===== src/rtl/hilo_ctrl_pkg.sv =====
// hilo_ctrl_pkg: shared definitions for the HI/LO issue/commit controller.
// Holds the R-type funct codes of the multiply/divide group, the data and
// funct widths, the controller state encoding and a small decode helper.
package hilo_ctrl_pkg;

  localparam int FUNCT_WIDTH = 6;
  localparam int DATA_WIDTH  = 32;

  // R-type funct codes handled by the controller
  localparam logic [FUNCT_WIDTH-1:0] FUNCT_MFHI  = 6'h10;
  localparam logic [FUNCT_WIDTH-1:0] FUNCT_MTHI  = 6'h11;
  localparam logic [FUNCT_WIDTH-1:0] FUNCT_MFLO  = 6'h12;
  localparam logic [FUNCT_WIDTH-1:0] FUNCT_MTLO  = 6'h13;
  localparam logic [FUNCT_WIDTH-1:0] FUNCT_MULT  = 6'h18;
  localparam logic [FUNCT_WIDTH-1:0] FUNCT_MULTU = 6'h19;
  localparam logic [FUNCT_WIDTH-1:0] FUNCT_DIV   = 6'h1A;
  localparam logic [FUNCT_WIDTH-1:0] FUNCT_DIVU  = 6'h1B;

  // The "no request" value on the unit's funct bus
  localparam logic [FUNCT_WIDTH-1:0] FUNCT_NONE  = 6'h00;

  typedef enum logic [1:0] {
    ST_IDLE = 2'd0,
    ST_BUSY = 2'd1,
    ST_DONE = 2'd2
  } hilo_state_e;

  // True for MULT, MULTU, DIV and DIVU (contiguous code range)
  function automatic logic is_md(input logic [FUNCT_WIDTH-1:0] funct);
    return (funct >= FUNCT_MULT) && (funct <= FUNCT_DIVU);
  endfunction

endpackage


===== src/rtl/hilo_ctrl.sv =====
// hilo_ctrl: EX-side issue/commit controller for the multiply/divide unit.
// Decodes mult/div and HI/LO move instructions in EX, issues a held request
// to the multiply/divide unit, stalls EX until the unit reports done, and
// commits the 64-bit result into the architectural HI/LO registers.
//
// Ports:
//   clk_i, rst_i            clock, synchronous active-high reset
//   flush_i                 cancel EX instruction and any in-flight op
//   ex_valid_i, ex_funct_i  EX holds a valid R-type instr and its funct
//   ex_operand_1_i/_2_i     rs / rt values of the EX instruction
//   ex_accept_i             EX instruction advances to MEM this cycle
//   stall_req_o             hold EX (combinational)
//   hi_o, lo_o              architectural HI/LO (registered)
//   md_funct_o              request funct to the unit, 0 when idle
//   md_operand_1_o/_2_o     latched operands for the unit
//   md_flush_o              one-cycle abort pulse to the unit
//   md_done_i, md_result_i  unit completion and {HI, LO} result
module hilo_ctrl
  import hilo_ctrl_pkg::*;
(
  input  logic                    clk_i,
  input  logic                    rst_i,
  input  logic                    flush_i,
  input  logic                    ex_valid_i,
  input  logic [FUNCT_WIDTH-1:0]  ex_funct_i,
  input  logic [DATA_WIDTH-1:0]   ex_operand_1_i,
  input  logic [DATA_WIDTH-1:0]   ex_operand_2_i,
  input  logic                    ex_accept_i,
  output logic                    stall_req_o,
  output logic [DATA_WIDTH-1:0]   hi_o,
  output logic [DATA_WIDTH-1:0]   lo_o,
  output logic [FUNCT_WIDTH-1:0]  md_funct_o,
  output logic [DATA_WIDTH-1:0]   md_operand_1_o,
  output logic [DATA_WIDTH-1:0]   md_operand_2_o,
  output logic                    md_flush_o,
  input  logic                    md_done_i,
  input  logic [2*DATA_WIDTH-1:0] md_result_i
);

  hilo_state_e             state_q, state_d;
  logic                    first_q, first_d;
  logic [FUNCT_WIDTH-1:0]  md_funct_q, md_funct_d;
  logic [DATA_WIDTH-1:0]   md_op1_q, md_op1_d;
  logic [DATA_WIDTH-1:0]   md_op2_q, md_op2_d;
  logic                    md_flush_q, md_flush_d;
  logic [DATA_WIDTH-1:0]   hi_q, hi_d;
  logic [DATA_WIDTH-1:0]   lo_q, lo_d;

  logic ex_md_s;
  logic issue_s;
  logic commit_s;
  logic mt_ok_s;

  assign ex_md_s  = ex_valid_i & is_md(ex_funct_i) & ~flush_i;
  assign issue_s  = (state_q == ST_IDLE) & ex_md_s;
  // A done seen in the first BUSY cycle belongs to the previous request
  // (the unit's done output may still be high), so it is ignored.
  assign commit_s = (state_q == ST_BUSY) & md_done_i & ~first_q;
  // MTHI/MTLO never reach EX while BUSY because EX is stalled then
  assign mt_ok_s  = ex_valid_i & ex_accept_i & ~flush_i & (state_q != ST_BUSY);

  // FSM state register
  always_ff @(posedge clk_i) begin
    if (rst_i) begin
      state_q <= ST_IDLE;
    end else begin
      state_q <= state_d;
    end
  end

  // FSM next-state logic
  always_comb begin
    state_d = state_q;
    case (state_q)
      ST_IDLE: begin
        if (issue_s) begin
          state_d = ST_BUSY;
        end else begin
          state_d = ST_IDLE;
        end
      end
      ST_BUSY: begin
        if (flush_i) begin
          state_d = ST_IDLE;
        end else if (commit_s) begin
          // DONE keeps the still-held instruction from issuing again
          state_d = ex_accept_i ? ST_IDLE : ST_DONE;
        end else begin
          state_d = ST_BUSY;
        end
      end
      ST_DONE: begin
        if (flush_i || ex_accept_i) begin
          state_d = ST_IDLE;
        end else begin
          state_d = ST_DONE;
        end
      end
      default: begin
        state_d = ST_IDLE;
      end
    endcase
  end

  // FSM output: stall EX while its mult/div has not committed yet
  always_comb begin
    stall_req_o = 1'b0;
    if (ex_md_s && !commit_s && (state_q != ST_DONE)) begin
      stall_req_o = 1'b1;
    end else begin
      stall_req_o = 1'b0;
    end
  end

  // Next values of the request bus, abort pulse and HI/LO
  always_comb begin
    md_funct_d = md_funct_q;
    md_op1_d   = md_op1_q;
    md_op2_d   = md_op2_q;
    md_flush_d = 1'b0;
    first_d    = 1'b0;
    hi_d       = hi_q;
    lo_d       = lo_q;

    if (issue_s) begin
      md_funct_d = ex_funct_i;
      md_op1_d   = ex_operand_1_i;
      md_op2_d   = ex_operand_2_i;
      first_d    = 1'b1;
    end else if (state_q == ST_BUSY) begin
      // Dropping funct to 0 after commit or abort guarantees an idle
      // cycle on the request bus before any following request.
      if (flush_i || commit_s) begin
        md_funct_d = FUNCT_NONE;
      end else begin
        md_funct_d = md_funct_q;
      end
    end else begin
      md_funct_d = FUNCT_NONE;
    end

    if ((state_q == ST_BUSY) && flush_i) begin
      md_flush_d = 1'b1;
    end else begin
      md_flush_d = 1'b0;
    end

    if (commit_s && !flush_i) begin
      hi_d = md_result_i[2*DATA_WIDTH-1:DATA_WIDTH];
      lo_d = md_result_i[DATA_WIDTH-1:0];
    end else if (mt_ok_s && (ex_funct_i == FUNCT_MTHI)) begin
      hi_d = ex_operand_1_i;
    end else if (mt_ok_s && (ex_funct_i == FUNCT_MTLO)) begin
      lo_d = ex_operand_1_i;
    end else begin
      hi_d = hi_q;
      lo_d = lo_q;
    end
  end

  // Request bus, abort pulse and HI/LO registers
  always_ff @(posedge clk_i) begin
    if (rst_i) begin
      first_q    <= 1'b0;
      md_funct_q <= FUNCT_NONE;
      md_op1_q   <= {DATA_WIDTH{1'b0}};
      md_op2_q   <= {DATA_WIDTH{1'b0}};
      md_flush_q <= 1'b0;
      hi_q       <= {DATA_WIDTH{1'b0}};
      lo_q       <= {DATA_WIDTH{1'b0}};
    end else begin
      first_q    <= first_d;
      md_funct_q <= md_funct_d;
      md_op1_q   <= md_op1_d;
      md_op2_q   <= md_op2_d;
      md_flush_q <= md_flush_d;
      hi_q       <= hi_d;
      lo_q       <= lo_d;
    end
  end

  assign hi_o           = hi_q;
  assign lo_o           = lo_q;
  assign md_funct_o     = md_funct_q;
  assign md_operand_1_o = md_op1_q;
  assign md_operand_2_o = md_op2_q;
  assign md_flush_o     = md_flush_q;

endmodule

===== config.mk =====
export PLATFORM = sky130hd
export DESIGN_NAME = hilo_ctrl
export DESIGN_NICKNAME = d
export VERILOG_FILES = /design/src/rtl/hilo_ctrl_pkg.sv /design/src/rtl/hilo_ctrl.sv
export SDC_FILE = /design/constraint.sdc
export NUM_CORES = 1
export LEC_CHECK = 0
export CORE_AREA = 2 2 120 122
export DETAILED_ROUTE_END_ITERATION = 12
export DIE_AREA = 0 0 122 124
export PLACE_DENSITY = 0.85
export SYNTH_ARGS = -nofsm -noshare
export SYNTH_HDL_FRONTEND = slang
export SYNTH_SLANG_ARGS = --single-unit

===== constraint.sdc =====
create_clock -name clk_i -period 1.78 [get_ports clk_i]
set_input_delay 0.267 -clock clk_i [delete_from_list [all_inputs] [get_ports clk_i]]
set_output_delay 0.267 -clock clk_i [all_outputs]
set_load 0.02 [all_outputs]

# --- Yosys cells after proc, flatten, opt, wreduce, memory -nomap -nowiden ---
# Cells that the tools add are included.
# Widths: inputs -> output; s select.
totals:
  regBits: 138
  input_bits: 140
  out_inout_bits: 136
  wordCells: 60
op_classes:
  magnitude_cmp: 2
  n_eq_ne: 8
  n_mux: 17
  n_bitwise: 10
  n_reduce_logical: 15
ops:
  columns: ["cell", "count"]
  rows:
  - ["$mux 32", 5]
  - ["$mux 6", 3]
  - ["$eq 6x5->1 const B", 2]
  - ["$and 1x1->1", 8]
  - ["$mux 2", 4]
  - ["$logic_and 1x1->1", 7]
  - ["$ge 6x5->1 const B", 1]
  - ["$le 6x5->1 const B", 1]
  - ["$pmux 2 s3", 1]
  - ["$mux 1", 4]
  - ["$ne 2x2->1 const B", 2]
  - ["$reduce_bool 2->1", 2]
  - ["$ne 3x2->1 const B", 1]
  - ["$eq 2x1->1 const B", 1]
  - ["$eq 2x2->1 const B", 1]
  - ["$logic_not 1->1", 2]
  - ["$logic_not 2->1", 1]
  - ["$logic_or 1x1->1", 2]
  - ["$ne 2x1->1 const B", 1]
  - ["$not 1->1", 2]
  - ["$reduce_and 2->1", 1]

# --- Logic depth before layout (Yosys ltp) ---
logic_depth:
  word_depth: 7
  ltp_mapped: 7
  depth_no_buf: 4

# --- Worst setup path after synthesis ---
# OpenSTA, ideal clock, no wires.
synth_path:
  kind: "flip-flop to flip-flop"
  from: "register state_q[1]"
  to: "register hi_q[1], in the netlist hi_o[1]"
  setup_time_ps: 132
  arrival_ps: 1277
  t_required_ps: 1648
  setup_slack_ps: 370
  stages_incl_launch_ff: 7
  n_path_buf: 2
  period_less_slack_ps: 1410
  path_cell_list: "dfxtp_1 nand4bb_1 or2_2 buf_2 clkbuf_1 nor2_1 nor4_2"
synth_via:
  elab_chain_cells: 5
  elab_cells_between_ends: 9
  classes_between: "eq/ne: 2; mux: 1; bitwise: 3; reduce/logical: 3"
synth_rtl:
  columns: ["element", "line_no", "source"]
  rows:
  - ["start: declaration", "hilo_ctrl.sv:40", "hilo_state_e state_q, state_d;"]
  - ["start signal: assignment", "hilo_ctrl.sv:67", "state_q <= state_d;"]
  - ["$eq 2x1->1", "hilo_ctrl.sv:58", "assign commit_s = (state_q == ST_BUSY) & md_done_i & ~first_q;"]
  - ["$and 1x1->1 (2 in a row)", "hilo_ctrl.sv:58", null]
  - ["$logic_and 1x1->1", "hilo_ctrl.sv:148", "if (commit_s && !flush_i) begin"]
  - ["$mux 32 or $reduce_bool 2->1 (tied branches)", null, null]
  - ["end signal: assignment", "hilo_ctrl.sv:169", "hi_q <= {DATA_WIDTH{1'b0}};"]
  - ["end signal: assignment", "hilo_ctrl.sv:177", "hi_q <= hi_d;"]
  - ["end: declaration", "hilo_ctrl.sv:46", "logic [DATA_WIDTH-1:0] hi_q, hi_d;"]
# Several ways; a longest one is shown, not always the timed one.
# A chain may end at the register's enable or synchronous reset.

# --- Final worst setup path ---
layout_path:
  from: "register lo_q[22], in the netlist lo_o[22]"
  to: "output lo_o[22]"
layout_rtl:
  columns: ["element", "line_no", "source"]
  rows:
  - ["start: declaration", "hilo_ctrl.sv:47", "logic [DATA_WIDTH-1:0] lo_q, lo_d;"]
  - ["start signal: assignment", "hilo_ctrl.sv:170", "lo_q <= {DATA_WIDTH{1'b0}};"]
  - ["start signal: assignment", "hilo_ctrl.sv:178", "lo_q <= lo_d;"]
  - ["end: declaration", "hilo_ctrl.sv:31", "output logic [DATA_WIDTH-1:0] lo_o,"]
# No word-level cell between the ends.

==> results.sh <==
export IMPL_multi_input_area_um2=2340
export IMPL_start_util=0.397
export IMPL_syn_inst=688
export IMPL_async_flop_share=0
export IMPL_clock_sinks=138
export IMPL_finalCriticalPeriod_ns=1.67
export IMPL_tns_ns=0
export IMPL_max_stage_delay_ns=0.65
export IMPL_path_class="flip-flop to output port"
export IMPL_cts_tree="built"
export IMPL_r2r_start="state_q[1]"
export IMPL_crit_path_start_kind="flip-flop"
export IMPL_io_pins=276
export IMPL_cts_hold_buf=0
export IMPL_rsz0062_at_grt="false"
export IMPL_htree_levels=4
export IMPL_end_kind="output port"
export IMPL_dp_hpwl_mm=13.6
export IMPL_crit_start="lo_o[22]"
export IMPL_routed_wl_mm=18.9
export IMPL_finish_utilization=0.671
export IMPL_cts_buffer_depth=2
export IMPL_firstDrtPassIters=5
export IMPL_overflow=0
export IMPL_cts_made_buffers=17
export IMPL_dr_first_iter_drc_count=403
export IMPL_finalPower_mw=7.40
export IMPL_cp_slowest_cell="clkdlybuf4s50_1"
export IMPL_maxCapViolCount=0
export IMPL_synth_most_common_cell="dfxtp_1"
export IMPL_post_cts_buffers=0
export IMPL_yosys_cell_types_count=27
export IMPL_synth_top_area_share=0.508
export IMPL_n_fill_cell=1105
export IMPL_yosysTopAreaCell="dfxtp_1"
export IMPL_path_max_fanout=2
export IMPL_row_count=43
export IMPL_grt_pass1_wl_mm=28.8
export IMPL_diodes=0
export IMPL_cp_top_family="buffers and inverters"
export IMPL_ys_ff_latch=138
export IMPL_cp_cell_sequence="clkdlybuf4s50_1"
export IMPL_grt_pass1_vias=5631
export IMPL_drc=0
export IMPL_status="finished, final reports clean"
export IMPL_area_delta_synth_final_pct=69.2
export IMPL_synth_seq_area_share=0.508
export IMPL_clkLatencyLatePin_ns=0.41
export IMPL_final_hold_violation_count=0
export IMPL_synth_area_per_cell_um2=7.91
export IMPL_clkSlewWorstSetupHoldPaths_ns=0.06
export IMPL_layout_nets=1101
export IMPL_wire_per_inst_um=16.4
export IMPL_setup_viol=0
export IMPL_gr_usage_all_layers=0.244
export IMPL_yosys_warnings=0
export IMPL_die_h_um=124
export IMPL_syn_nets=828
export IMPL_ys_top_cells_by_count="dfxtp_1, nor3_1, nand2_1"
export IMPL_fin_area_um2=9210
export IMPL_p_leak_nw=3.23
export IMPL_drive_gt1_frac=0.0842
export IMPL_antenna_found_initial=0
export IMPL_grt_start_max_net_pins=55
export IMPL_hold_class="primary input to flip-flop"
export IMPL_ant_nets=0
export IMPL_dieArea_um2=15100
export IMPL_synthFlopType="dfxtp_1"
export IMPL_cp_num_buf_inv=1
export IMPL_tightest_slew_ns=0.441
export IMPL_fin_skew_ns=0.00465
export IMPL_max_freq_mhz=599
export IMPL_powerDensity_nw_per_um2=804
export IMPL_irDropWorstVdd_uv=556
export IMPL_avgViaCountPerCell=5.23
export IMPL_cts_root_buf="clkbuf_16"
export IMPL_required_ns=1.51
export IMPL_cp_arrival_ns=1.40
export IMPL_die_width_um=122
export IMPL_core_area_um2=13700
export IMPL_vias=6039
export IMPL_maxSlewViolCount=0
export IMPL_placed_area_um2=8590
export IMPL_hold_start="rst_i"
export IMPL_synthTopCellsByArea="dfxtp_1, nor3_1, nand2_1"
export IMPL_synthesis_area_um2=5440
export IMPL_synth_edf_count=0
export IMPL_place_gp_congestion=0.854
export IMPL_relSlewSlack=0.704
export IMPL_regArea_um2=2760
export IMPL_io_buffers=275
export IMPL_final_period_utilization=0.938
area by class of cell:
cell class | count | share of cell area
repair buffers | 319 | 0.353
flip-flops and latches | 138 | 0.300
multi-input cells | 484 | 0.254
clock buffers | 18 | 0.0466
well taps | 180 | 0.0245
clock inverters | 14 | 0.0215
inverters | 1 | 0.000408
where the power goes:
group | leakage, nW | switching [mW] | total (mW) | internal, mW
sequential | 1.11 | 0.00933 | 3.12 | 3.11
clock | 0.300 | 1.38 | 3.73 | 2.35
combinational | 1.82 | 0.207 | 0.557 | 0.350
total | 3.23 | 1.59 | 7.40 | 5.81
path summary, 6_finish.rpt:
| kind | endpoint | slack, ns | depth (start not counted) |
|---|---|---|---|
| worst min register to register | md_operand_2_o[27] | 0.45 | 2 |
| worst min-delay path | md_operand_2_o[14] | 0.30 | 2 |
| worst max-delay path | lo_o[22] | 0.11 | 1 |
| worst max register to register | lo_o[18] | 0.17 | 6 |
placed cells by master (no fill, tap or decap), drive strengths merged, types with 2 or more instances in the layout:
cell type and count:
clkdlybuf4s50 273, dfxtp 138, nor3 129, nand2 128, nor2 72, a21oi 67, nor4 64, buf 45
clkbuf 19, clkinv 7, bufinv 4, nor3b 4, nor2b 3, nand4 3, and4 3, a22oi 2
clkinvlp 2, inv 2
logic make-up after synthesis:
family | count (synthesis) | share of synthesized area
compound gates | 70 | 0.0653
flops | 138 | 0.508
simple gates | 414 | 0.363
buf+inv | 66 | 0.0642
sequential cells by signal, summed over array words and instances, names as in the netlist:
register / flops
first_q: 1
md_operand_2_o: 32
md_flush_o: 1
hi_o: 32
state_q: 2
md_operand_1_o: 32
lo_o: 32
md_funct_o: 6
per-stage QoR:
stage | hold WS [ns] | cells | setup slack, ns
2_1_floorplan | 0.344 | 688 | 0.370
3_3_place_gp | 0.441 | 1122 | -0.225
3_5_place_dp | 0.446 | 1122 | -0.282
4_1_cts | 0.286 | 1154 | 0.0168
5_1_grt | 0.311 | 1154 | 0.0188
6_report | 0.297 | 1154 | 0.111
layer usage:
| metal | up-vias | global-route usage | routed length, um |
|---|---|---|---|
| li1 | 2937 | - | - |
| met1 | 2821 | 0.292 | 7590 |
| met2 | 251 | 0.413 | 9520 |
| met3 | 30 | 0.0664 | 1400 |
| met4 | 0 | 0.106 | 386 |
| met5 | - | 0 | 0 |
timing repair:
| item | in CTS | in global routing |
|---|---|---|
| hold endpoints to repair | 0 | 0 |
| resized for setup | 2 | 1 |
| setup endpoints to repair | 1 | 1 |
Note: power is estimated with default switching activity, not from simulation.
